===== src/rtl/mem_output_ctrl_if.sv =====
// ---------------------------------------------------------------------------
// mem_output_ctrl_if
// Bundles the load-request, BRAM read-data and load-result signals of the
// load-side output controller.
//   memOp[1:0]    request-cycle memory operation
//   memSize[1:0]  request-cycle access size
//   aluIn[31:0]   request-cycle effective address (only [1:0] used)
//   stall         downstream stall
//   flush         discard in-flight and same-cycle load
//   dout[31:0]    BRAM port B read data
//   loadData      formatted load result
//   loadValid     loadData/busErr valid
//   busErr        misaligned / illegal-size load
// Modports: master = pipeline/BRAM side, slave = the controller.
// ---------------------------------------------------------------------------
interface mem_output_ctrl_if;
    logic [1:0]  memOp;
    logic [1:0]  memSize;
    logic [31:0] aluIn;
    logic        stall;
    logic        flush;
    logic [31:0] dout;
    logic [31:0] loadData;
    logic        loadValid;
    logic        busErr;

    modport master (
        output memOp, memSize, aluIn, stall, flush, dout,
        input  loadData, loadValid, busErr
    );

    modport slave (
        input  memOp, memSize, aluIn, stall, flush, dout,
        output loadData, loadValid, busErr
    );
endinterface


===== src/rtl/mem_output_ctrl.sv =====
// ---------------------------------------------------------------------------
// mem_output_ctrl
// Load-side formatter for the data BRAM port B. Tracks an accepted load,
// waits the one-cycle BRAM latency, extracts the addressed byte/halfword/word
// from the memory lane order (offset0 = dout[31:24] ... offset3 = dout[7:0]),
// sign- or zero-extends it, holds it under stall, drops it on flush and flags
// misaligned or illegal-size loads with busErr (loadData forced to 0).
//
// Ports:
//   clk  - sole clock, rising edge
//   rst  - synchronous active-high reset
//   bus  - mem_output_ctrl_if.slave (request, dout, result signals)
//
// Optional build macro MEM_OUT_REG_EN: adds an output register on
// loadData/loadValid/busErr (latency 2), frozen while stall=1, cleared by
// flush and reset.
// ---------------------------------------------------------------------------
module mem_output_ctrl (
    input  logic               clk,
    input  logic               rst,
    mem_output_ctrl_if.slave   bus
);
    localparam logic [1:0] MEM_DISABLE   = 2'b00;
    localparam logic [1:0] MEM_READ_SEXT = 2'b01;
    localparam logic [1:0] MEM_READ_ZEXT = 2'b10;
    localparam logic [1:0] MEM_WRITE     = 2'b11;
    localparam logic [1:0] BYTE          = 2'b00;
    localparam logic [1:0] HALFWORD      = 2'b01;
    localparam logic [1:0] WORD          = 2'b10;

    typedef enum logic [1:0] {
        ST_IDLE = 2'b00,
        ST_PEND = 2'b01,
        ST_HOLD = 2'b10
    } state_t;

    state_t      r_state;
    logic [1:0]  r_off;
    logic [1:0]  r_size;
    logic        r_ext;
    logic [31:0] r_hold_data;
    logic        r_hold_err;

    logic        w_accept;
    logic [32:0] w_fmt;
    logic [31:0] w_data;
    logic        w_valid;
    logic        w_err;
    logic        w_unused_addr;

    // Returns {err, data}; err=1 forces data to zero.
    function automatic logic [32:0] format_load(
        input logic [31:0] d,
        input logic [1:0]  off,
        input logic [1:0]  size,
        input logic        ext
    );
        logic [7:0]  b;
        logic [15:0] h;
        logic [32:0] res;
        b   = 8'h00;
        h   = 16'h0000;
        res = {1'b1, 32'h0000_0000};
        case (size)
            BYTE: begin
                case (off)
                    2'd0:    b = d[31:24];
                    2'd1:    b = d[23:16];
                    2'd2:    b = d[15:8];
                    default: b = d[7:0];
                endcase
                res = {1'b0, {24{ext & b[7]}}, b};
            end
            HALFWORD: begin
                case (off)
                    2'd0: begin
                        h   = {d[23:16], d[31:24]};
                        res = {1'b0, {16{ext & h[15]}}, h};
                    end
                    2'd2: begin
                        h   = {d[7:0], d[15:8]};
                        res = {1'b0, {16{ext & h[15]}}, h};
                    end
                    default: res = {1'b1, 32'h0000_0000};
                endcase
            end
            WORD: begin
                if (off == 2'd0) begin
                    res = {1'b0, d[7:0], d[15:8], d[23:16], d[31:24]};
                end else begin
                    res = {1'b1, 32'h0000_0000};
                end
            end
            default: res = {1'b1, 32'h0000_0000};
        endcase
        return res;
    endfunction

    // Only the low address bits select the lane; the rest is intentionally unused.
    assign w_unused_addr = ^bus.aluIn[31:2];

    // Stores and no-ops are never accepted; stall and flush block acceptance.
    assign w_accept = ((bus.memOp == MEM_READ_SEXT) || (bus.memOp == MEM_READ_ZEXT))
                      && !bus.stall && !bus.flush;

    assign w_fmt = format_load(bus.dout, r_off, r_size, r_ext);

    // Load-tracking FSM with request capture and stall hold register.
    always_ff @(posedge clk) begin
        if (rst) begin
            r_state     <= ST_IDLE;
            r_off       <= 2'b00;
            r_size      <= 2'b00;
            r_ext       <= 1'b0;
            r_hold_data <= 32'h0000_0000;
            r_hold_err  <= 1'b0;
        end else begin
            case (r_state)
                ST_IDLE: begin
                    if (w_accept) begin
                        r_state <= ST_PEND;
                        r_off   <= bus.aluIn[1:0];
                        r_size  <= bus.memSize;
                        r_ext   <= (bus.memOp == MEM_READ_SEXT);
                    end else begin
                        r_state <= ST_IDLE;
                    end
                end
                ST_PEND: begin
                    if (bus.flush) begin
                        r_state <= ST_IDLE;
                    end else if (bus.stall) begin
                        // dout is only valid this cycle, so freeze the result now.
                        r_state     <= ST_HOLD;
                        r_hold_data <= w_fmt[31:0];
                        r_hold_err  <= w_fmt[32];
                    end else if (w_accept) begin
                        r_state <= ST_PEND;
                        r_off   <= bus.aluIn[1:0];
                        r_size  <= bus.memSize;
                        r_ext   <= (bus.memOp == MEM_READ_SEXT);
                    end else begin
                        r_state <= ST_IDLE;
                    end
                end
                ST_HOLD: begin
                    if (bus.flush) begin
                        r_state <= ST_IDLE;
                    end else if (bus.stall) begin
                        r_state <= ST_HOLD;
                    end else if (w_accept) begin
                        r_state <= ST_PEND;
                        r_off   <= bus.aluIn[1:0];
                        r_size  <= bus.memSize;
                        r_ext   <= (bus.memOp == MEM_READ_SEXT);
                    end else begin
                        r_state <= ST_IDLE;
                    end
                end
                default: r_state <= ST_IDLE;
            endcase
        end
    end

    // Result mux: live formatting in PEND, frozen copy in HOLD, zero otherwise.
    always_comb begin
        w_valid = 1'b0;
        w_data  = 32'h0000_0000;
        w_err   = 1'b0;
        case (r_state)
            ST_PEND: begin
                w_valid = 1'b1;
                w_data  = w_fmt[31:0];
                w_err   = w_fmt[32];
            end
            ST_HOLD: begin
                w_valid = 1'b1;
                w_data  = r_hold_data;
                w_err   = r_hold_err;
            end
            default: begin
                w_valid = 1'b0;
                w_data  = 32'h0000_0000;
                w_err   = 1'b0;
            end
        endcase
    end

`ifdef MEM_OUT_REG_EN
    logic [31:0] r_out_data;
    logic        r_out_valid;
    logic        r_out_err;

    // Output register: flush drops the result, stall freezes it.
    always_ff @(posedge clk) begin
        if (rst) begin
            r_out_data  <= 32'h0000_0000;
            r_out_valid <= 1'b0;
            r_out_err   <= 1'b0;
        end else if (bus.flush) begin
            r_out_data  <= 32'h0000_0000;
            r_out_valid <= 1'b0;
            r_out_err   <= 1'b0;
        end else if (bus.stall) begin
            r_out_data  <= r_out_data;
            r_out_valid <= r_out_valid;
            r_out_err   <= r_out_err;
        end else begin
            r_out_data  <= w_data;
            r_out_valid <= w_valid;
            r_out_err   <= w_err;
        end
    end

    assign bus.loadData  = r_out_data;
    assign bus.loadValid = r_out_valid;
    assign bus.busErr    = r_out_err;
`else
    assign bus.loadData  = w_data;
    assign bus.loadValid = w_valid;
    assign bus.busErr    = w_err;
`endif

endmodule


===== src/flat_wrapper.sv =====
// flat-port wrapper written by rule: the top's interface ports become plain ports
module mem_output_ctrl_flat 
  (clk, rst, bus_memOp, bus_memSize, bus_aluIn, bus_stall, bus_flush, bus_dout, bus_loadData, bus_loadValid, bus_busErr);
  mem_output_ctrl_if bus_i ();
  input  logic clk;
  input  logic rst;
  input wire logic [$bits(bus_i.memOp)-1:0] bus_memOp;
  input wire logic [$bits(bus_i.memSize)-1:0] bus_memSize;
  input wire logic [$bits(bus_i.aluIn)-1:0] bus_aluIn;
  input wire logic [$bits(bus_i.stall)-1:0] bus_stall;
  input wire logic [$bits(bus_i.flush)-1:0] bus_flush;
  input wire logic [$bits(bus_i.dout)-1:0] bus_dout;
  output wire logic [$bits(bus_i.loadData)-1:0] bus_loadData;
  output wire logic [$bits(bus_i.loadValid)-1:0] bus_loadValid;
  output wire logic [$bits(bus_i.busErr)-1:0] bus_busErr;
  assign bus_i.memOp = bus_memOp;
  assign bus_i.memSize = bus_memSize;
  assign bus_i.aluIn = bus_aluIn;
  assign bus_i.stall = bus_stall;
  assign bus_i.flush = bus_flush;
  assign bus_i.dout = bus_dout;
  assign bus_loadData = bus_i.loadData;
  assign bus_loadValid = bus_i.loadValid;
  assign bus_busErr = bus_i.busErr;
  mem_output_ctrl u_core (.clk(clk), .rst(rst), .bus(bus_i));
endmodule

===== config.mk =====
export PLATFORM = sky130hd
export DESIGN_NAME = mem_output_ctrl_flat
export DESIGN_NICKNAME = d
export VERILOG_FILES = /design/src/rtl/mem_output_ctrl_if.sv /design/src/rtl/mem_output_ctrl.sv /design/src/flat_wrapper.sv
export SDC_FILE = /design/constraint.sdc
export NUM_CORES = 1
export LEC_CHECK = 0
export ABC_AREA = 1
export CORE_MARGIN = 2
export CORE_UTILIZATION = 36
export CTS_CLUSTER_SIZE = 16
export DETAILED_ROUTE_END_ITERATION = 8
export GPL_ROUTABILITY_DRIVEN = 0
export MAX_ROUTING_LAYER = met4
export PLACE_DENSITY = 0.65
export SLEW_MARGIN = 20
export SYNTH_ARGS = -nofsm -noshare
export SYNTH_HDL_FRONTEND = slang
export SYNTH_SLANG_ARGS = --single-unit

===== constraint.sdc =====
create_clock -name clk -period 2.6 [get_ports clk]
set_input_delay 0.26 -clock clk [delete_from_list [all_inputs] [get_ports clk]]
set_output_delay 0.26 -clock clk [all_outputs]
set_load 0.05 [all_outputs]

==> results.py, run 1 <==
metrics = {
    "outcome": {
        "status": "complete, no violations",
    },
    "cts": {
        "clk_latency_ns": 0.30,
        "cts-root-buf": "clkbuf_8",
        "ctsHtreeMaxLevel": 2,
        "cts_buffers": 5,
        "cts_hold_buf": 0,
        "clk_path_buf_depth": 2,
        "cts_tree": "yes",
        "clkTransAtPathRegs_ns": 0.08,
        "cts.sink_count": 40,
    },
    "global_routing": {
        "grt_pass1_vias": 3422,
        "grt_max_degree": 35,
        "grt_usage_pct": 20.9,
        "globalRouteOverflowTotal": 0,
        "grt_pass1_wl_um": 16200,
        "antenna_found_initial": 0,
    },
    "floorplanning": {
        "initial_core_util_pct": 37.0,
        "io_pins": 106,
        "rows": 34,
        "coreArea_um2": 8680,
        "dieArea_um2": 9680,
        "die_h_um": 98.4,
        "fp.dieW_um": 98.4,
    },
    "sta": {
        "drv_slew": 0,
        "finalHoldViolations": 0,
        "finalClockSkew_ns": 0.00525,
        "period_share_pct": 92.0,
        "tightestPinTransition_ns": 1.04,
        "min_period_ns": 2.39,
        "timing.final.ws_setup_ns": 0.208,
        "finalSetupViolations": 0,
        "slew_headroom_pct": 30.6,
        "timing.fmax_mhz": 418,
        "rsz0062_at_grt": "no",
    },
    "logic_synthesis": {
        "synthCells": 528,
        "synthTopCellsByArea": "dfxtp_1 25%, nand2_1 19%, a21oi_1 7.8%, o21bai_1 7.5%, o21ai_0 6.7%",
        "synth_top_area_share_pct": 25.0,
        "yosys_warnings": 0,
        "ys_ff_latch": 40,
        "syn_nets": 605,
        "seq_area_frac_synth_pct": 25.0,
        "synthDistinctLibCells": 27,
        "yosys.area.top_type": "dfxtp_1",
        "synthesis.area_um2": 3210,
        "syn-mean-instance-area_um2": 6.07,
    },
    "placed_design": {
        "dp.cells": 685,
        "pre_cts_slack_ns": 0.277,
        "dp_hpwl_um": 6910,
        "placed_area_um2": 4310,
        "portBuffers": 75,
    },
    "pwr": {
        "power.density_nw_per_um2": 321,
        "total_power_uw": 1410,
        "leakage_uw": 0.00198,
        "max-vdd-ir-drop_v": 0.000179,
    },
    "detailed_routing": {
        "dr.pass1.iters": 5,
        "drt-initial-drc-count": 266,
        "routed_wl_um": 9620,
        "via_per_inst": 5.20,
        "postRouteAntennaNets": 0,
        "drc": 0,
        "wl_per_cell_um": 13.9,
        "num_vias": 3600,
    },
    "critical_path": {
        "worst-path-buf-inv": 2,
        "worstSetupPathType": "flip-flop to output pin",
        "crit_slowest_cell": "dfxtp_1",
        "crit_chain": "inv_2, nand2_1, nor2_4, nand3_4, nand2_1, nand2_1, a21oi_1, buf_12",
        "crit_top_cell": "nand2_1",
        "start_kind": "flip-flop",
        "end_kind": "output pin",
        "critPathMaxStageDelay_ns": 0.33,
        "cp_top_family": "simple AND/OR/NAND/NOR gates",
        "cp_max_fo": 24,
        "cp_data_required_time_ns": 2.34,
        "critPathArrivalTime_ns": 2.13,
    },
    "final_layout": {
        "fillers": 886,
        "final_cell_mix": "160 x nand2_1, 50 x a21oi_1, 45 x nor2_1",
        "antennaDiodeCount": 0,
        "regArea_um2": 802,
        "drive_above_1_share_pct": 15.2,
        "layout.nets": 661,
        "post-route-util_pct": 50.5,
        "final_common_cell": "nand2_1",
        "syn_to_final_growth_pct": 36.8,
        "fin_cells": 692,
        "multi_input_area_um2": 2020,
        "final_area_um2": 4390,
    },
    "worst_hold_path": {
        "hp-class": "flip-flop to flip-flop",
    },
    "flow_run": {
        "drv_cap": 0,
    },
}
final timing paths:
check / cells after the start / end / slack (ns) / from
setup / recovery: 8 / bus_loadData[9] / 0.21 / u_core.r_size[0]
hold / removal: 2 / u_core.r_size[1] / 0.51 / u_core.r_size[1]
setup reg to reg: 8 / u_core.r_hold_data[15] / 0.54 / u_core.r_state[1]
hold reg to reg: 2 / u_core.r_size[1] / 0.51 / u_core.r_size[1]
sequential cells by signal, summed over array words and instances (netlist names):
signal and count:
u_core.r_state 2, u_core.r_size 2, u_core.r_off 2, u_core.r_ext 1
u_core.r_hold_err 1, u_core.r_hold_data 32
stage by stage:
step	setup TNS, ns	hold WS (ns)
4_1_cts	0	0.510
3_5_place_dp	0	0.497
3_3_place_gp	0	0.486
5_1_grt	0	0.535
6_report	0	0.507
2_1_floorplan	-0.00375	0.329
timing repair:
| item | CTS | global route |
|---|---|---|
| setup buffers | 0 | 0 |
| gates resized for setup | 0 | 1 |
| setup endpoints to repair | 0 | 5 |
kinds of logic after synthesis:
group | after synthesis | share of synthesized area, %
fa+ha+maj | 5 | 1.95
flops | 40 | 25.0
buf+inv | 84 | 12.1
simple gates | 254 | 34.1
compound gates | 145 | 26.9
area by class of cell:
cell class,count,area share (%)
inverters,47,4.02
flip-flops and latches,40,18.3
multi-input cells,404,46.0
clock buffers,6,1.65
clock inverters,1,0.114
repair buffers,86,26.8
well taps,108,3.08
routing by layer:
layer  vias to the layer above  global-route usage, %  share of wire [%]
met2                       133                   35.9                 49
met4                         0                   3.06               0.64
met1                      1657                   26.8                 44
met3                         8                   2.79                6.1
met5                         -                      -                  0
li1                       1802                      -                  -
synthesized netlist by cell type (all sizes together):
| cell | n |
|---|---|
| ha | 5 |
| nand3 | 31 |
| buf | 20 |
| nand2 | 171 |
| clkinv | 1 |
| dfxtp | 40 |
| o21bai | 32 |
| nor2 | 50 |
| nor4 | 1 |
| o21ai | 48 |
| a21oi | 65 |
| inv | 46 |
| clkbuf | 17 |
| or2 | 1 |
where the power goes:
group          total [uW]  switching (uW)  internal [uW]
sequential            637            12.0            625
combinational         364             221            143
clock                 409             226            183
worst reg2reg max path, stage by stage (launching register included):
cell      delay [ns]
dfxtp_1         0.36
inv_1           0.07
ha_1            0.17
buf_4           0.19
inv_1           0.13
nor2_4          0.05
inv_1           0.74
o21bai_1        0.21
inv_1           0.08
Power figures use the tool's default switching activity.
==> run 2: changes to the inputs <==
--- a/config.mk
+++ b/config.mk
@@ -6,6 +6,7 @@
 export NUM_CORES = 1
 export LEC_CHECK = 0
 export ABC_AREA = 1
+export ABC_CLOCK_PERIOD_IN_PS = 2600
 export CORE_MARGIN = 2
 export CORE_UTILIZATION = 36
 export CTS_CLUSTER_SIZE = 16
==> results of run 2 <==
Final layout, timing and power as in run 1 (identical DEF).
==> run 3: changes to the inputs <==
--- a/config.mk
+++ b/config.mk
@@ -7,14 +7,16 @@
 export LEC_CHECK = 0
 export ABC_AREA = 1
 export ABC_CLOCK_PERIOD_IN_PS = 2600
+export CAP_MARGIN = 10
 export CORE_MARGIN = 2
 export CORE_UTILIZATION = 36
+export CTS_BUF_LIST = sky130_fd_sc_hd__clkbuf_4 sky130_fd_sc_hd__clkbuf_8 sky130_fd_sc_hd__clkbuf_16
 export CTS_CLUSTER_SIZE = 16
 export DETAILED_ROUTE_END_ITERATION = 8
 export GPL_ROUTABILITY_DRIVEN = 0
 export MAX_ROUTING_LAYER = met4
 export PLACE_DENSITY = 0.65
-export SLEW_MARGIN = 20
+export SLEW_MARGIN = 40
 export SYNTH_ARGS = -nofsm -noshare
 export SYNTH_HDL_FRONTEND = slang
 export SYNTH_SLANG_ARGS = --single-unit
==> results.py, run 3 (synthesis gave the netlist of run 1 again) <==
metrics = {
    "outcome": {
        "status": "complete, no violations",
    },
    "cts": {
        "ctsHtreeMaxLevel": 2,
        "cts_buffers": 5,
        "cts.sink_count": 40,
        "cts-root-buf": "clkbuf_8",
        "cts_tree": "yes",
        "postCtsSetupRepairBufs": 0,
        "clkTransAtPathRegs_ns": 0.08,
        "cts_hold_buf": 0,
        "clk_latency_ns": 0.30,
        "clk_path_buf_depth": 2,
    },
    "floorplanning": {
        "rows": 34,
        "dieArea_um2": 9680,
        "die_h_um": 98.4,
        "coreArea_um2": 8680,
        "initial_core_util_pct": 37.0,
        "fp.dieW_um": 98.4,
        "io_pins": 106,
    },
    "placed_design": {
        "dp_hpwl_um": 6910,
        "placed_area_um2": 4310,
        "portBuffers": 75,
        "dp.cells": 685,
    },
    "critical_path": {
        "start_kind": "flip-flop",
        "worstSetupPathType": "flip-flop to output pin",
        "crit_top_cell": "nand2_1",
        "critPathMaxStageDelay_ns": 0.34,
        "crit_chain": "inv_2, nand2_1, nor2_4, nand3_4, nand2_1, nand2_1, a21oi_1, buf_12",
        "cp_data_required_time_ns": 2.34,
        "end_kind": "output pin",
        "crit_slowest_cell": "dfxtp_1",
        "cp_max_fo": 24,
        "critPathArrivalTime_ns": 2.14,
    },
    "global_routing": {
        "grt_pass1_wl_um": 16100,
        "grt_usage_pct": 20.7,
        "grt_pass1_vias": 3413,
        "antenna_found_initial": 0,
        "grt_max_degree": 35,
        "globalRouteOverflowTotal": 0,
    },
    "flow_run": {
        "drv_cap": 0,
    },
    "sta": {
        "tightestPinTransition_ns": 0.573,
        "finalHoldViolations": 0,
        "min_period_ns": 2.40,
        "period_share_pct": 92.2,
        "finalClockSkew_ns": 0.00542,
        "drv_slew": 0,
        "timing.fmax_mhz": 417,
        "finalSetupViolations": 0,
        "slew_headroom_pct": 61.8,
        "hold_ws_ns": 0.508,
        "rsz0062_at_grt": "no",
    },
    "final_layout": {
        "multi_input_area_um2": 2020,
        "largest-register": "u_core.r_hold_data",
        "layout.nets": 661,
        "fillers": 884,
        "final_area_um2": 4390,
        "syn_to_final_growth_pct": 36.9,
        "fin_cells": 692,
        "post-route-util_pct": 50.6,
        "final_cell_mix": "160 x nand2_1, 50 x a21oi_1, 45 x nor2_1",
        "drive_above_1_share_pct": 15.6,
        "regArea_um2": 802,
        "final_common_cell": "nand2_1",
        "largest_reg_flops": 32,
        "antennaDiodeCount": 0,
    },
    "detailed_routing": {
        "wl_per_cell_um": 13.8,
        "num_vias": 3615,
        "via_per_inst": 5.22,
        "postRouteAntennaNets": 0,
        "drc": 0,
        "routed_wl_um": 9530,
        "dr.pass1.iters": 5,
        "drt-initial-drc-count": 249,
    },
    "pwr": {
        "leakage_uw": 0.00199,
        "power.density_nw_per_um2": 323,
        "max-vdd-ir-drop_v": 0.000180,
    },
    "worst_hold_path": {
        "hp-class": "flip-flop to flip-flop",
    },
}
-- run 3: cell type report --
class                   instances  share of cell area, %
well taps                     108                   3.08
repair buffers                 86                   26.8
flip-flops and latches         40                   18.3
multi-input cells             404                   46.0
clock buffers                   6                   1.74
inverters                      47                   4.02
clock inverters                 1                  0.114
-- run 3: final timing paths --
kind,startpoint,endpoint,slack [ns],cells after the start
max reg2reg,u_core.r_state[1],u_core.r_hold_data[9],0.83,9
min reg2reg,u_core.r_size[1],u_core.r_size[1],0.51,2
min,u_core.r_size[1],u_core.r_size[1],0.51,2
max,u_core.r_size[0],bus_loadData[9],0.20,8
-- run 3: per-layer routing --
metal	share of wire [%]	wire length [um]	GRT usage, %
met1	45	4280	26.3
met2	48	4550	35.4
met3	6.1	577	2.79
met4	1.4	133	4.00
met5	0	0	-
-- run 3: worst max-delay path, delay by kind of cell, from the launching register on --
family / cells / cell delay (ns)
DFF: 1 / 0.34
AOI/OAI and AO/OA: 1 / 0.28
and+or+nand+nor: 5 / 0.96
buffers and inverters: 2 / 0.26
-- run 3: where the power goes --
part           leakage (uW)  internal (uW)  switching (uW)  total (uW)
sequential         0.000324            625            12.0         637
clock             0.0000445            193             224         418
combinational       0.00162            143             221         364
total               0.00199            961             457        1420
-- run 3: metrics by stage --
stage	total power [uW]	worst slack, ns	setup TNS, ns
floorplan	882	-0.00125	-0.00375
global placement	1010	0.302	0
detailed placement	1010	0.277	0
CTS	1430	0.0928	0
global route	1500	0.0130	0
finish	1420	0.203	0
-- run 3: timing repair --
action | in CTS | in global routing
hold endpoints to repair | 0 | 0
endpoints found under the setup margin | 0 | 6
resized for setup | 0 | 1
